$ cat src/rtl/sop_truth_table_scanner_pkg.sv
// Shared types and widths for the SOP truth-table scanner.
package sop_scan_pkg;

   localparam int N_VARS   = 4;   // inputs a,b,c,d of the function under test
   localparam int TT_W     = 16;  // one truth-table bit per minterm
   localparam int CNT_W    = 5;   // ones count 0..16
   localparam int SETTLE_W = 4;   // settle counter, SETTLE_CYCLES up to 15

   typedef enum logic [1:0] {
      IDLE,
      DRIVE,
      SAMPLE,
      DONE
   } state_t;

endpackage

$ cat src/rtl/sop_truth_table_scanner_if.sv
// Control/result bundle between the lab top level, the scanner and the SOP datapath.
// Optional self-check signals are present only with SOP_SCAN_CHECK_EN defined.
interface sop_scan_if;
   import sop_scan_pkg::*;

   logic              start;
   logic              abort;
   logic              busy;
   logic              done;
   logic [N_VARS-1:0] eval_vec;
   logic              eval_x;
   logic [TT_W-1:0]   truth_table;
   logic [CNT_W-1:0]  ones_count;
`ifdef SOP_SCAN_CHECK_EN
   logic [TT_W-1:0]   expected_tt;
   logic              mismatch;

   modport slave  (input  start, abort, eval_x, expected_tt,
                   output busy, done, eval_vec, truth_table, ones_count, mismatch);
   modport master (output start, abort, eval_x, expected_tt,
                   input  busy, done, eval_vec, truth_table, ones_count, mismatch);
`else
   modport slave  (input  start, abort, eval_x,
                   output busy, done, eval_vec, truth_table, ones_count);
   modport master (output start, abort, eval_x,
                   input  busy, done, eval_vec, truth_table, ones_count);
`endif

endinterface

$ cat src/rtl/sop_truth_table_scanner_capture.sv
// sop_tt_capture: truth-table register and ones-count accumulator.
// clr wipes both for a new scan; we writes bit_in at position idx and adds it to the count.
module sop_tt_capture
   import sop_scan_pkg::*;
(
   input  logic              clk,
   input  logic              rst_n,
   input  logic              clr,
   input  logic              we,
   input  logic [N_VARS-1:0] idx,
   input  logic              bit_in,
   output logic [TT_W-1:0]   truth_table,
   output logic [CNT_W-1:0]  ones_count
);

   // Capture one minterm result per write; count saturates naturally at 16 of 16.
   // NOTE: reset is sampled on the clock edge (synchronous), so rst_n sits inside the edge-triggered branch.
   always_ff @(posedge clk) begin
      if (!rst_n) begin
         // NOTE: non-blocking assignments keep every register updating from pre-edge values.
         truth_table <= '0;
         ones_count  <= '0;
      end else if (clr) begin
         truth_table <= '0;
         ones_count  <= '0;
      end else if (we) begin
         truth_table[idx] <= bit_in;
         ones_count       <= ones_count + CNT_W'(bit_in);
      end
   end

endmodule

$ cat src/rtl/sop_truth_table_scanner.sv
// sop_truth_table_scanner: walks a 4-input SOP datapath through all 16 minterms,
// holding each vector SETTLE_CYCLES cycles before sampling eval_x.
// Optional feature macro: SOP_SCAN_CHECK_EN (compare result with expected_tt).
module sop_truth_table_scanner
   import sop_scan_pkg::*;
#(
   parameter int SETTLE_CYCLES = 1
)(
   input logic     clk,
   input logic     rst_n,
   sop_scan_if.slave bus
);

   localparam logic [SETTLE_W-1:0] SETTLE_LD = SETTLE_W'(SETTLE_CYCLES);

   state_t              state, state_nx;
   logic [N_VARS-1:0]   idx, idx_nx;
   logic [SETTLE_W-1:0] cnt, cnt_nx;
   logic                tt_we, tt_clr;
   logic [TT_W-1:0]     truth_table;
   logic [CNT_W-1:0]    ones_count;

   // State, minterm index and settle counter registers.
   always_ff @(posedge clk) begin
      if (!rst_n) begin
         state <= IDLE;
         idx   <= '0;
         cnt   <= '0;
      end else begin
         state <= state_nx;
         idx   <= idx_nx;
         cnt   <= cnt_nx;
      end
   end

   // Next-state logic; abort beats start and beats the final write.
   always_comb begin
      // NOTE: every output of this block gets a default first so no path infers a latch.
      state_nx = state;
      idx_nx   = idx;
      cnt_nx   = cnt;
      tt_we    = 1'b0;
      tt_clr   = 1'b0;
      unique case (state)
         IDLE: begin
            if (bus.start && !bus.abort) begin
               state_nx = DRIVE;
               idx_nx   = '0;
               cnt_nx   = SETTLE_LD;
               tt_clr   = 1'b1;
            end
         end
         DRIVE: begin
            if (bus.abort) begin
               state_nx = IDLE;
            end else begin
               cnt_nx = cnt - SETTLE_W'(1);
               if (cnt == SETTLE_W'(1)) state_nx = SAMPLE;
            end
         end
         SAMPLE: begin
            if (bus.abort) begin
               state_nx = IDLE;
            end else begin
               tt_we = 1'b1;
               if (idx == N_VARS'(TT_W - 1)) begin
                  state_nx = DONE;
               end else begin
                  idx_nx   = idx + N_VARS'(1);
                  cnt_nx   = SETTLE_LD;
                  state_nx = DRIVE;
               end
            end
         end
         DONE:    state_nx = IDLE;
         default: state_nx = IDLE;
      endcase
   end

   sop_tt_capture u_capture (
      .clk         (clk),
      .rst_n       (rst_n),
      .clr         (tt_clr),
      .we          (tt_we),
      .idx         (idx),
      .bit_in      (bus.eval_x),
      .truth_table (truth_table),
      .ones_count  (ones_count)
   );

   assign bus.eval_vec    = idx;
   assign bus.busy        = (state == DRIVE) || (state == SAMPLE);
   assign bus.done        = (state == DONE);
   assign bus.truth_table = truth_table;
   assign bus.ones_count  = ones_count;

`ifdef SOP_SCAN_CHECK_EN
   logic [TT_W-1:0] exp_q;
   logic            mm_q;

   // Latch expected table on accepted start; record the verdict when the scan completes.
   always_ff @(posedge clk) begin
      if (!rst_n) begin
         exp_q <= '0;
         mm_q  <= 1'b0;
      end else if (tt_clr) begin
         exp_q <= bus.expected_tt;
         mm_q  <= 1'b0;
      end else if (state == DONE) begin
         mm_q  <= (truth_table != exp_q);
      end
   end

   // Verdict is visible during the done pulse itself, then held.
   assign bus.mismatch = (state == DONE) ? (truth_table != exp_q) : mm_q;
`endif

endmodule
$ cat src/flat_wrapper.sv
// flat-port wrapper written by rule: the top's interface ports become plain ports
module sop_truth_table_scanner_flat import sop_scan_pkg::*;
#(
   parameter int SETTLE_CYCLES = 1
)
  (clk, rst_n, bus_start, bus_abort, bus_eval_x, bus_busy, bus_done, bus_eval_vec, bus_truth_table, bus_ones_count);
  sop_scan_if bus_i ();
  input logic clk;
  input logic rst_n;
  input wire logic [$bits(bus_i.start)-1:0] bus_start;
  input wire logic [$bits(bus_i.abort)-1:0] bus_abort;
  input wire logic [$bits(bus_i.eval_x)-1:0] bus_eval_x;
  output wire logic [$bits(bus_i.busy)-1:0] bus_busy;
  output wire logic [$bits(bus_i.done)-1:0] bus_done;
  output wire logic [$bits(bus_i.eval_vec)-1:0] bus_eval_vec;
  output wire logic [$bits(bus_i.truth_table)-1:0] bus_truth_table;
  output wire logic [$bits(bus_i.ones_count)-1:0] bus_ones_count;
  assign bus_i.start = bus_start;
  assign bus_i.abort = bus_abort;
  assign bus_i.eval_x = bus_eval_x;
  assign bus_busy = bus_i.busy;
  assign bus_done = bus_i.done;
  assign bus_eval_vec = bus_i.eval_vec;
  assign bus_truth_table = bus_i.truth_table;
  assign bus_ones_count = bus_i.ones_count;
  sop_truth_table_scanner #(.SETTLE_CYCLES(SETTLE_CYCLES)) u_core (.clk(clk), .rst_n(rst_n), .bus(bus_i));
endmodule
$ cat config.mk
export PLATFORM = sky130hd
export DESIGN_NAME = sop_truth_table_scanner_flat
export DESIGN_NICKNAME = d
export VERILOG_FILES = /design/src/rtl/sop_truth_table_scanner_pkg.sv /design/src/rtl/sop_truth_table_scanner_if.sv /design/src/rtl/sop_truth_table_scanner_capture.sv /design/src/rtl/sop_truth_table_scanner.sv /design/src/flat_wrapper.sv
export SDC_FILE = /design/constraint.sdc
export NUM_CORES = 1
export LEC_CHECK = 0
export ABC_AREA = 1
export CORE_MARGIN = 10
export CORE_UTILIZATION = 50
export DETAILED_ROUTE_END_ITERATION = 8
export GPL_ROUTABILITY_DRIVEN = 0
export PLACE_DENSITY = 0.77
export REMOVE_ABC_BUFFERS = 1
export SLEW_MARGIN = 20
export SYNTH_ARGS = -nofsm -noshare
export SYNTH_HDL_FRONTEND = slang
export SYNTH_HIERARCHICAL = 1
export SYNTH_SLANG_ARGS = --single-unit
$ cat constraint.sdc
create_clock -name clk -period 4.5 [get_ports clk]
set_input_delay 0.675 -clock clk [delete_from_list [all_inputs] [get_ports clk]]
set_output_delay 0.675 -clock clk [all_outputs]
set_load 0.02 [all_outputs]
## Word-level counts from Yosys, hierarchy flattened

Cells that the tools add are included.

- Register bits after elaboration: 31
- Bits in latches: 0
- Memory bits (writable): 0
- ROM bits: 0
- Bits of input ports: 5
- Output and inout bits: 27
- Logic and storage cells: 54
- Memories kept: 0

- Add/subtract/negate cells: 3
- $mul: 0
- Div/mod/pow operators: 0
- $lt $le $gt $ge: 2
- Equality and inequality tests: 10
- Shift-type cells: 0
- Multiplexer cells: 22
- Bitwise gates (word level): 1
- Reductions and logical operators: 11

Operator list:

| cell | count |
|---|---|
| 4-bit 2-to-1 mux | 7 |
| 16-bit bitwise mux | 1 |
| 4-bit case mux with 3 select lines | 1 |
| 2-bit 2-to-1 mux | 5 |
| 2-bit case mux with 4 select lines | 1 |
| 4-bit case mux with 2 select lines | 1 |
| 2-bit inequality test, second input constant | 3 |
| 5-bit by 1-bit adder with 5-bit output | 1 |
| 4-bit by 5-bit < comparator with 1-bit output, second input constant | 1 |
| 1-bit 2-to-1 mux | 5 |
| 5-bit AND reduction | 1 |
| 4-bit by 1-bit adder with 4-bit output, second input constant | 1 |
| 1-bit demux with 4-bit select | 1 |
| 2-bit equality test, second input constant | 2 |
| 4-bit by 1-bit equality test with 1-bit output, second input constant | 1 |
| 4-bit equality test, second input constant | 1 |
| 4-bit by 1-bit greater-or-equal comparator with 1-bit output, second input constant | 1 |
| 4-bit AND reduction | 1 |
| 4-bit by 1-bit subtractor with 4-bit output, second input constant | 1 |
| 3-bit by 2-bit inequality test with 1-bit output, second input constant | 1 |
| 3-bit nonzero test | 1 |
| 2-bit by 1-bit equality test with 1-bit output, second input constant | 1 |
| 1-bit logical AND | 2 |
| 2-bit zero test | 1 |
| 7 further kinds | 7 |

## Logic depth before layout (Yosys ltp)

Gate-level depths: netlist of run 1.

- Depth in word-level cells: 5
- Depth in mapped cells: 11
- Mapped depth without buffers: 10

## Cells and area by module

Netlist of run 1, hierarchy kept.

By module, submodules not included:

| module | instances | cells an instance | area an instance (um^2) | sequential area each (um^2) |
|---|---|---|---|---|
| sop_tt_capture | 1 | 151 | 970.9 | 420.4 |
| sop_truth_table_scanner | 1 | 120 | 743.2 | 200.2 |

## Worst setup path after synthesis of run 1

No wires, ideal clock.

- Kind: input -> register
- Start: input port bus_abort
- End: register u_core.u_capture.ones_count[4]
- Library setup time: 0.113 ns
- Arrival: 1.378 ns
- Data required time: 4.387 ns
- Path slack: 3.010 ns
- Stages on the path: 9
- Path buffers: 1
- Cells stage by stage: inv_2 nand2_1 inv_1 buf_6 nand3_1 nor2_1 nand2_1 nand2_1 nor2_1

- Elaborated cells between the ends (all ways): 7
- Classes of those cells: mux (4); reduce/logical (3)

RTL lines:

| what | line | RTL |
|---|---|---|
| start, declared | flat_wrapper.sv:11 | `input wire logic [$bits(bus_i.abort)-1:0] bus_abort;` |
| 1-bit 2-to-1 mux | sop_truth_table_scanner.sv:62 | `if (bus.abort) begin` |
| 1-bit 2-to-1 mux | sop_truth_table_scanner.sv:44 | `unique case (state)` |
| named net u_core.tt_we | sop_truth_table_scanner.sv:19 | `logic tt_we, tt_clr;` |
| end signal, assigned | sop_truth_table_scanner_capture.sv:28 | `ones_count <= ones_count + CNT_W'(bit_in);` |
| end, declared | sop_truth_table_scanner_capture.sv:13 | `output logic [CNT_W-1:0] ones_count` |

The timed path passes the listed nets, and every way through them passes these cells.
A chain may end at the register's enable or synchronous reset.

## Worst setup path in the final report of run 1

- Start: register u_core.state[0]
- End: output port bus_busy

- Word-level cells in the longest chain between the ends: 2
- Elaborated cells between the ends (all ways): 3
- Classes of those cells: eq/ne (2); reduce/logical (1)

RTL lines:

| what | line | RTL |
|---|---|---|
| start, declared | sop_truth_table_scanner.sv:16 | `state_t state, state_nx;` |
| start signal, assigned | sop_truth_table_scanner.sv:30 | `state <= state_nx;` |
| 2-bit by 1-bit equality test with 1-bit output or 2-bit equality test (tied branches) | sop_truth_table_scanner.sv:92 | `assign bus.busy = (state == DRIVE) \|\| (state == SAMPLE);` |
| 1-bit logical OR (*) | sop_truth_table_scanner.sv:92 |  |
| end, declared | flat_wrapper.sv:13 | `output wire logic [$bits(bus_i.busy)-1:0] bus_busy;` |

Mark *: on every way between the ends. The rest lies on a longest branch, timed or not.

==> impl_metrics.csv, run 1 <==
group,metric,value,unit
clock_tree,cts_buffers,5,
floorplan,core_area,3340,um2
setup_path,worstPathMaxFanout,4,
global_route,grt_pass1_vias,1442,
drt,viasPerCell,4.67,
yosys,ys_seq_area_frac,0.362,
global_route,grt_max_degree,22,
setup_path,r2r_slack,2.58,ns
yosys,ys_warn_count,6,
final_layout,stdcell_count,351,
sta,period_needed,2.35,ns
drt,via_count,1640,
power_and_ir_drop,power_density,342,nW/um2
floorplan,dieArea,6170,um2
yosys,synth_seq_cells,31,
sta,whs,0.487,ns
sta,finalHoldViolations,0,
setup_path,r2r_cells,9,
clock_tree,clockBufferDepth,2,
global_route,antenna_found_initial,0,
global_route,overflow,0,
clock_tree,path_clk_slew,0.10,ns
yosys,syn_inst,271,
run_status,status,"finished clean",
setup_path,worstSetupEndpointType,"output port",
clock_tree,cts_resized,0,
clock_tree,cts-hold-fix-buffers,0,
yosys,synth_cell_types,19,
setup_path,required,3.83,ns
floorplan,die_x,78.6,um
drt,drc,0,
final_layout,postLayoutCoreUtil,0.639,
yosys,synth_compound_area_frac,0.0577,
global_route,grtUsageMet2,0.202,
worst_hold_path,worstHoldPathType,"flop to flop",
global_route,grt_busiest_layer,"met2",
global_route,grt_usage,0.128,
worst_hold_path,holdPathEnd,"u_core/u_capture/truth_table[11]",
floorplan,start_util,0.514,
floorplan,rows,21,
drt,drt_pre_antenna_iters,4,
sta,rsz0062_at_grt,"false",
yosys,synth.mux.area_fraction,0,
yosys,synth_top_area_frac,0.362,
power_and_ir_drop,peakVddDrop,0.000195,V
sta,setup_tns,0,ns
job,drv_cap,0,
yosys,synth_xor_area_frac,0,
clock_tree,clk_latency,0.33,ns
yosys,syn_area_per_cell,6.33,um2
global_route,gr-usage-met1,0.146,
drt,antenna_left,0,
clock_tree,cts_root_buf,"clkbuf_4",
yosys,synthAdderAreaFrac,0.0657,
clock_tree,cts_tree,"done",
yosys,netlist_area,1710,um2
setup_path,setup.worst_path.class,"flop to output port",
worst_hold_path,hold_depth,2,
setup_path,r2r_end,"u_core/u_capture/truth_table[10]",
global_route,grt_pass1_wl,6.61,mm
sta,fin_crit_sh,0.521,
drt,wl_per_cell,10.8,um
placed_design,hpwl,2.86,mm
final_layout,layout.nets,318,
drt,wirelength,3.78,mm
yosys,synth_top_area_cell,"dfxtp_1",
final_layout,area_growth,24.5,%
global_route,grt_use_met3,0.0649,
placed_design,port_buffers,31,
setup_path,rr_startpoint,"u_core/state[0]",
drt,drt_iter0_markers,107,
placed_design,dp.cells,343,
yosys,synth_top_family_by_area,"simple AND/OR/NAND/NOR gates",
power_and_ir_drop,p_leak,0.901,nW
final_layout,antenna_cells,0,
floorplan,die_h,78.6,um
yosys,synthSimpleGateAreaFrac,0.426,
sta,fin_skew,0.00781,ns
setup_path,crit_path_start_kind,"flop",
clock_tree,cts_setup_buffers,0,
sta,drv_slew,0,
yosys,synth.area.top_cells,"dfxtp_1 36%, nand2_1 17%, nor2_1 16%",
worst_hold_path,min-delay-start,"u_core/u_capture/truth_table[11]",
sta,maxSlewHeadroom,0.703,
clock_tree,h-tree-depth,2,
sta,worstMarginPinSlew,0.446,ns
floorplan,ioPinCount,32,
sta,finalSetupViolations,0,
clock_tree,clock-sinks,31,
setup_path,critPathArrivalTime,1.67,ns
final_layout,drive_gt1_frac,0.0721,
sta,fmax,426,MHz
[synthesized netlist by cell type (all sizes together)]
cell,n
ha,9
nand3,17
inv,29
nand2,82
nor3,1
o21ai,3
nand4,3
nor2,74
a21oi,14
buf,6
dfxtp,31
or2,1
o22ai,1
[worst max-delay path, stage by stage (launching register included)]
cell,delay [ns]
dfxtp_1,0.39
inv_1,0.08
ha_1,0.27
clkdlybuf4s50_1,0.60
[stage by stage]
step                      instance area [um2]  power, mW  setup slack (ns)
after detailed placement                 2050      0.507              2.12
after CTS                                2130      0.737              2.13
after floorplan                          1670      0.453              2.67
after global routing                     2130      0.782              2.06
final                                    2130      0.729              2.15
after global placement                   2050      0.505              2.16
[cells in the final DEF, fill, tap and decap left out, drive strengths merged]
| cell | count |
|---|---|
| nand3 | 17 |
| o22ai | 1 |
| dfxtp | 31 |
| clkinv | 1 |
| nand2 | 82 |
| inv | 29 |
| nand4 | 3 |
| a21oi | 14 |
| bufinv | 1 |
| o21ai | 3 |
| clkbuf | 6 |
| nor2 | 74 |
| buf | 1 |
| clkdlybuf4s50 | 31 |
| nor3 | 1 |
| ha | 9 |
| or2 | 1 |
[registers in the layout (all words and copies together) (netlist names)]
| name | cells |
|---|---|
| u_core/u_capture/truth_table | 16 |
| u_core/u_capture/ones_count | 5 |
| u_core/bus.eval_vec | 4 |
| u_core/cnt | 4 |
| u_core/state | 2 |
[power breakdown]
part	leakage [nW]	switching, mW	internal, mW
sequential	0.251	0.0242	0.290
combinational	0.601	0.116	0.0709
clock	0.0482	0.0958	0.131
total	0.901	0.236	0.492
[layer usage]
metal  vias to the layer above  routed length, um  share of wire
met3                         7                304          0.081
met5                         -                  0              0
met1                       712               1730           0.46
met4                         0                 50          0.013
met2                        27               1690           0.45
li1                        894                  -              -
[kinds of logic after synthesis]
group,after synthesis
and+or+nand+nor,178
adders and majority gates,9
DFF,31
AOI/OAI and AO/OA,18
buffers and inverters,35
[how the worst max path moves through the flow]
stage / start / endpoint
after floorplan: bus_abort / u_core/u_capture/ones_count[0]
after global placement: bus_abort / u_core/u_capture/truth_table[13]
after detailed placement: bus_abort / u_core/u_capture/truth_table[10]
after CTS: u_core/state[0] / bus_busy
after global routing: u_core/state[0] / bus_busy
final: u_core/state[0] / bus_busy
[area by class of cell]
type                       count  area, um2
clock inverter                 2       35.0
tap                           46       57.6
sequential                    31        621
inverter                      29        109
clock buffer                   6       51.3
fill                         338       1200
timing repair buffer          32        318
multi-input combinational    205        942
Note: power is estimated with default switching activity, not from simulation.
==> inputs of run 2 (changes only) <==
CORE_UTILIZATION = 46   (was 50)
PLACE_DENSITY = 0.75   (was 0.77)
clock period = 2.1 ns   (was 4.5 ns; I/O delays follow)
==> run 2 against run 1 <==
  * Utilization down 3.5 points
  * Clock power rose to 2.7 times the previous value
  * Sequential power up 110%
  * First-iteration DRC count down 1.9%
  * Largest power group unchanged
==> impl_metrics.csv, run 2 (synthesis gave the netlist of run 1 again) <==
group,metric,value,unit
global_route,grt_pass1_wl,6.51,mm
setup_path,cp_slowest_stage_delay,0.60,ns
drt,drt_pre_antenna_iters,4,
power_and_ir_drop,power_density,769,nW/um2
final_layout,top_register,"u_core/u_capture/truth_table",
sta,maxSlewHeadroom,0.693,
sta,drv_slew,0,
job,drv_cap,0,
setup_path,setup.worst_path.start,"u_core/state[0]",
floorplan,rows,22,
clock_tree,h-tree-depth,2,
floorplan,core_area,3630,um2
setup_path,r2r_cells,10,
final_layout,reg_top3,"u_core/u_capture/truth_table (16), u_core/u_capture/ones_count (5)",
setup_path,rr_startpoint,"u_core/state[0]",
sta,fin_skew,0.00503,ns
clock_tree,cts_tree,"done",
setup_path,crit_end,"bus_busy",
placed_design,hpwl,2.92,mm
run_status,status,"finished clean",
floorplan,die_x,81.0,um
clock_tree,cts_setup_buffers,0,
final_layout,nFillCells,366,
worst_hold_path,worstHoldPathType,"flop to flop",
clock_tree,clk_latency,0.28,ns
final_layout,layout.nets,322,
final_layout,most-common-layout-cells,"78 x nand2_1, 72 x nor2_1, 31 x clkdlybuf4s50_1, 31 x dfxtp_1, 28 x inv_1",
global_route,grt_pass1_vias,1431,
setup_path,worstSetupEndpointType,"output port",
sta,rsz0062_at_grt,"false",
setup_path,critPathArrivalTime,1.62,ns
global_route,grt_max_degree,22,
setup_path,cp.depth,3,
final_layout,antenna_cells,0,
setup_path,worstPathMaxFanout,4,
clock_tree,cts_root_buf,"clkbuf_8",
clock_tree,cts-hold-fix-buffers,0,
setup_path,setup.worst_path.class,"flop to output port",
final_layout,mostFrequentLayoutCell,"nand2_1",
global_route,overflow,0,
sta,fmax,518,MHz
final_layout,postLayoutCoreUtil,0.605,
clock_tree,cts_buffers,5,
setup_path,r2r_slack,0.33,ns
drt,wirelength,3.87,mm
setup_path,required,1.78,ns
final_layout,area_growth,28.2,%
setup_path,critPathBufInv,2,
setup_path,r2r_end,"u_core/u_capture/truth_table[5]",
global_route,antenna_found_initial,0,
drt,via_count,1670,
drt,drc,0,
floorplan,ioPinCount,32,
floorplan,die_h,81.0,um
setup_path,cpLargestDelayFamily,"buffers and inverters",
power_and_ir_drop,p_leak,0.935,nW
drt,wl_per_cell,10.8,um
global_route,grt_usage,0.126,
clock_tree,clock-sinks,31,
clock_tree,clockBufferDepth,2,
clock_tree,cts_resized,0,
floorplan,start_util,0.472,
drt,drt_iter0_markers,105,
power_and_ir_drop,peakVddDrop,0.000418,V
power_and_ir_drop,power,1.69,mW
setup_path,cp_cell_sequence,"inv_1 -> ha_1 -> clkdlybuf4s50_1",
setup_path,crit_path_start_kind,"flop",
drt,antenna_left,0,
sta,finalSetupViolations,0,
final_layout,largest_register_ffs,16,
final_layout,drive_gt1_frac,0.0841,
clock_tree,path_clk_slew,0.07,ns
placed_design,port_buffers,31,
drt,viasPerCell,4.68,
setup_path,cp_slowest_cell,"clkdlybuf4s50_1",
sta,setup_tns,0,ns
sta,period_needed,1.93,ns
sta,fin_crit_sh,0.920,
sta,finalHoldViolations,0,
floorplan,dieArea,6570,um2
worst_hold_path,min-delay-start,"u_core/u_capture/truth_table[5]",
sta,worstMarginPinSlew,0.460,ns
[run 2: changes by cell type in the layout (fill, tap and decap cells not counted)]
cell,change
clkbuf_4,-5
clkbuf_8,+5
buf_4,+4
[run 2: stage by stage]
stage	cell area [um2]	cells	setup slack, ns	hold WS [ns]
CTS	2200	357	0.148	0.485
global route	2200	357	0.0754	0.509
global placement	2080	349	0.299	0.461
detailed placement	2080	349	0.248	0.473
finish	2200	357	0.169	0.481
floorplan	1670	265	0.300	0.435
[run 2: how the worst min path moves through the flow]
| stage | end | slack, ns | cells after the start |
|---|---|---|---|
| 3_5_place_dp | u_core/u_capture/truth_table[2] | 0.47 | 2 |
| 6_report | u_core/u_capture/truth_table[5] | 0.48 | 2 |
| 4_1_cts | u_core/u_capture/truth_table[2] | 0.49 | 2 |
| 3_3_place_gp | u_core/u_capture/truth_table[2] | 0.46 | 2 |
| 2_1_floorplan | u_core/cnt[3] | 0.44 | 2 |
| 5_1_grt | u_core/u_capture/truth_table[11] | 0.51 | 2 |
[run 2: layout make-up]
class | count | area (um2) | area share
Clock inverter | 2 | 35.0 | 0.0159
Inverter | 29 | 109 | 0.0495
Sequential cell | 31 | 621 | 0.282
Multi-Input combinational cell | 205 | 942 | 0.429
Clock buffer | 6 | 82.6 | 0.0376
Timing Repair Buffer | 36 | 348 | 0.158
Tap cell | 48 | 60.1 | 0.0273
[run 2: where the power goes]
part / internal (mW) / switching (mW)
Combinational: 0.158 / 0.256
Clock: 0.384 / 0.224
Sequential: 0.622 / 0.0451
Total: 1.16 / 0.526
[run 2: metal layers]
metal / global-route usage / up-vias / routed length, um
li1: - / 905 / -
met1: 0.149 / 732 / 1740
met2: 0.195 / 31 / 1840
met3: 0.0552 / 2 / 247
met4: 0.0536 / 0 / 37
met5: 0 / - / 0
[run 2: tightest hold or removal path: cells and delay by family (launching register included)]
family | cells | cell delay, ns
DFF | 1 | 0.33
and+or+nand+nor | 2 | 0.12
==> inputs of run 3 (changes only) <==
ABC_CLOCK_PERIOD_IN_PS = 2100   (was not set)
==> results of run 3 <==
The final DEF is identical to that of run 2; final timing and power are the same.
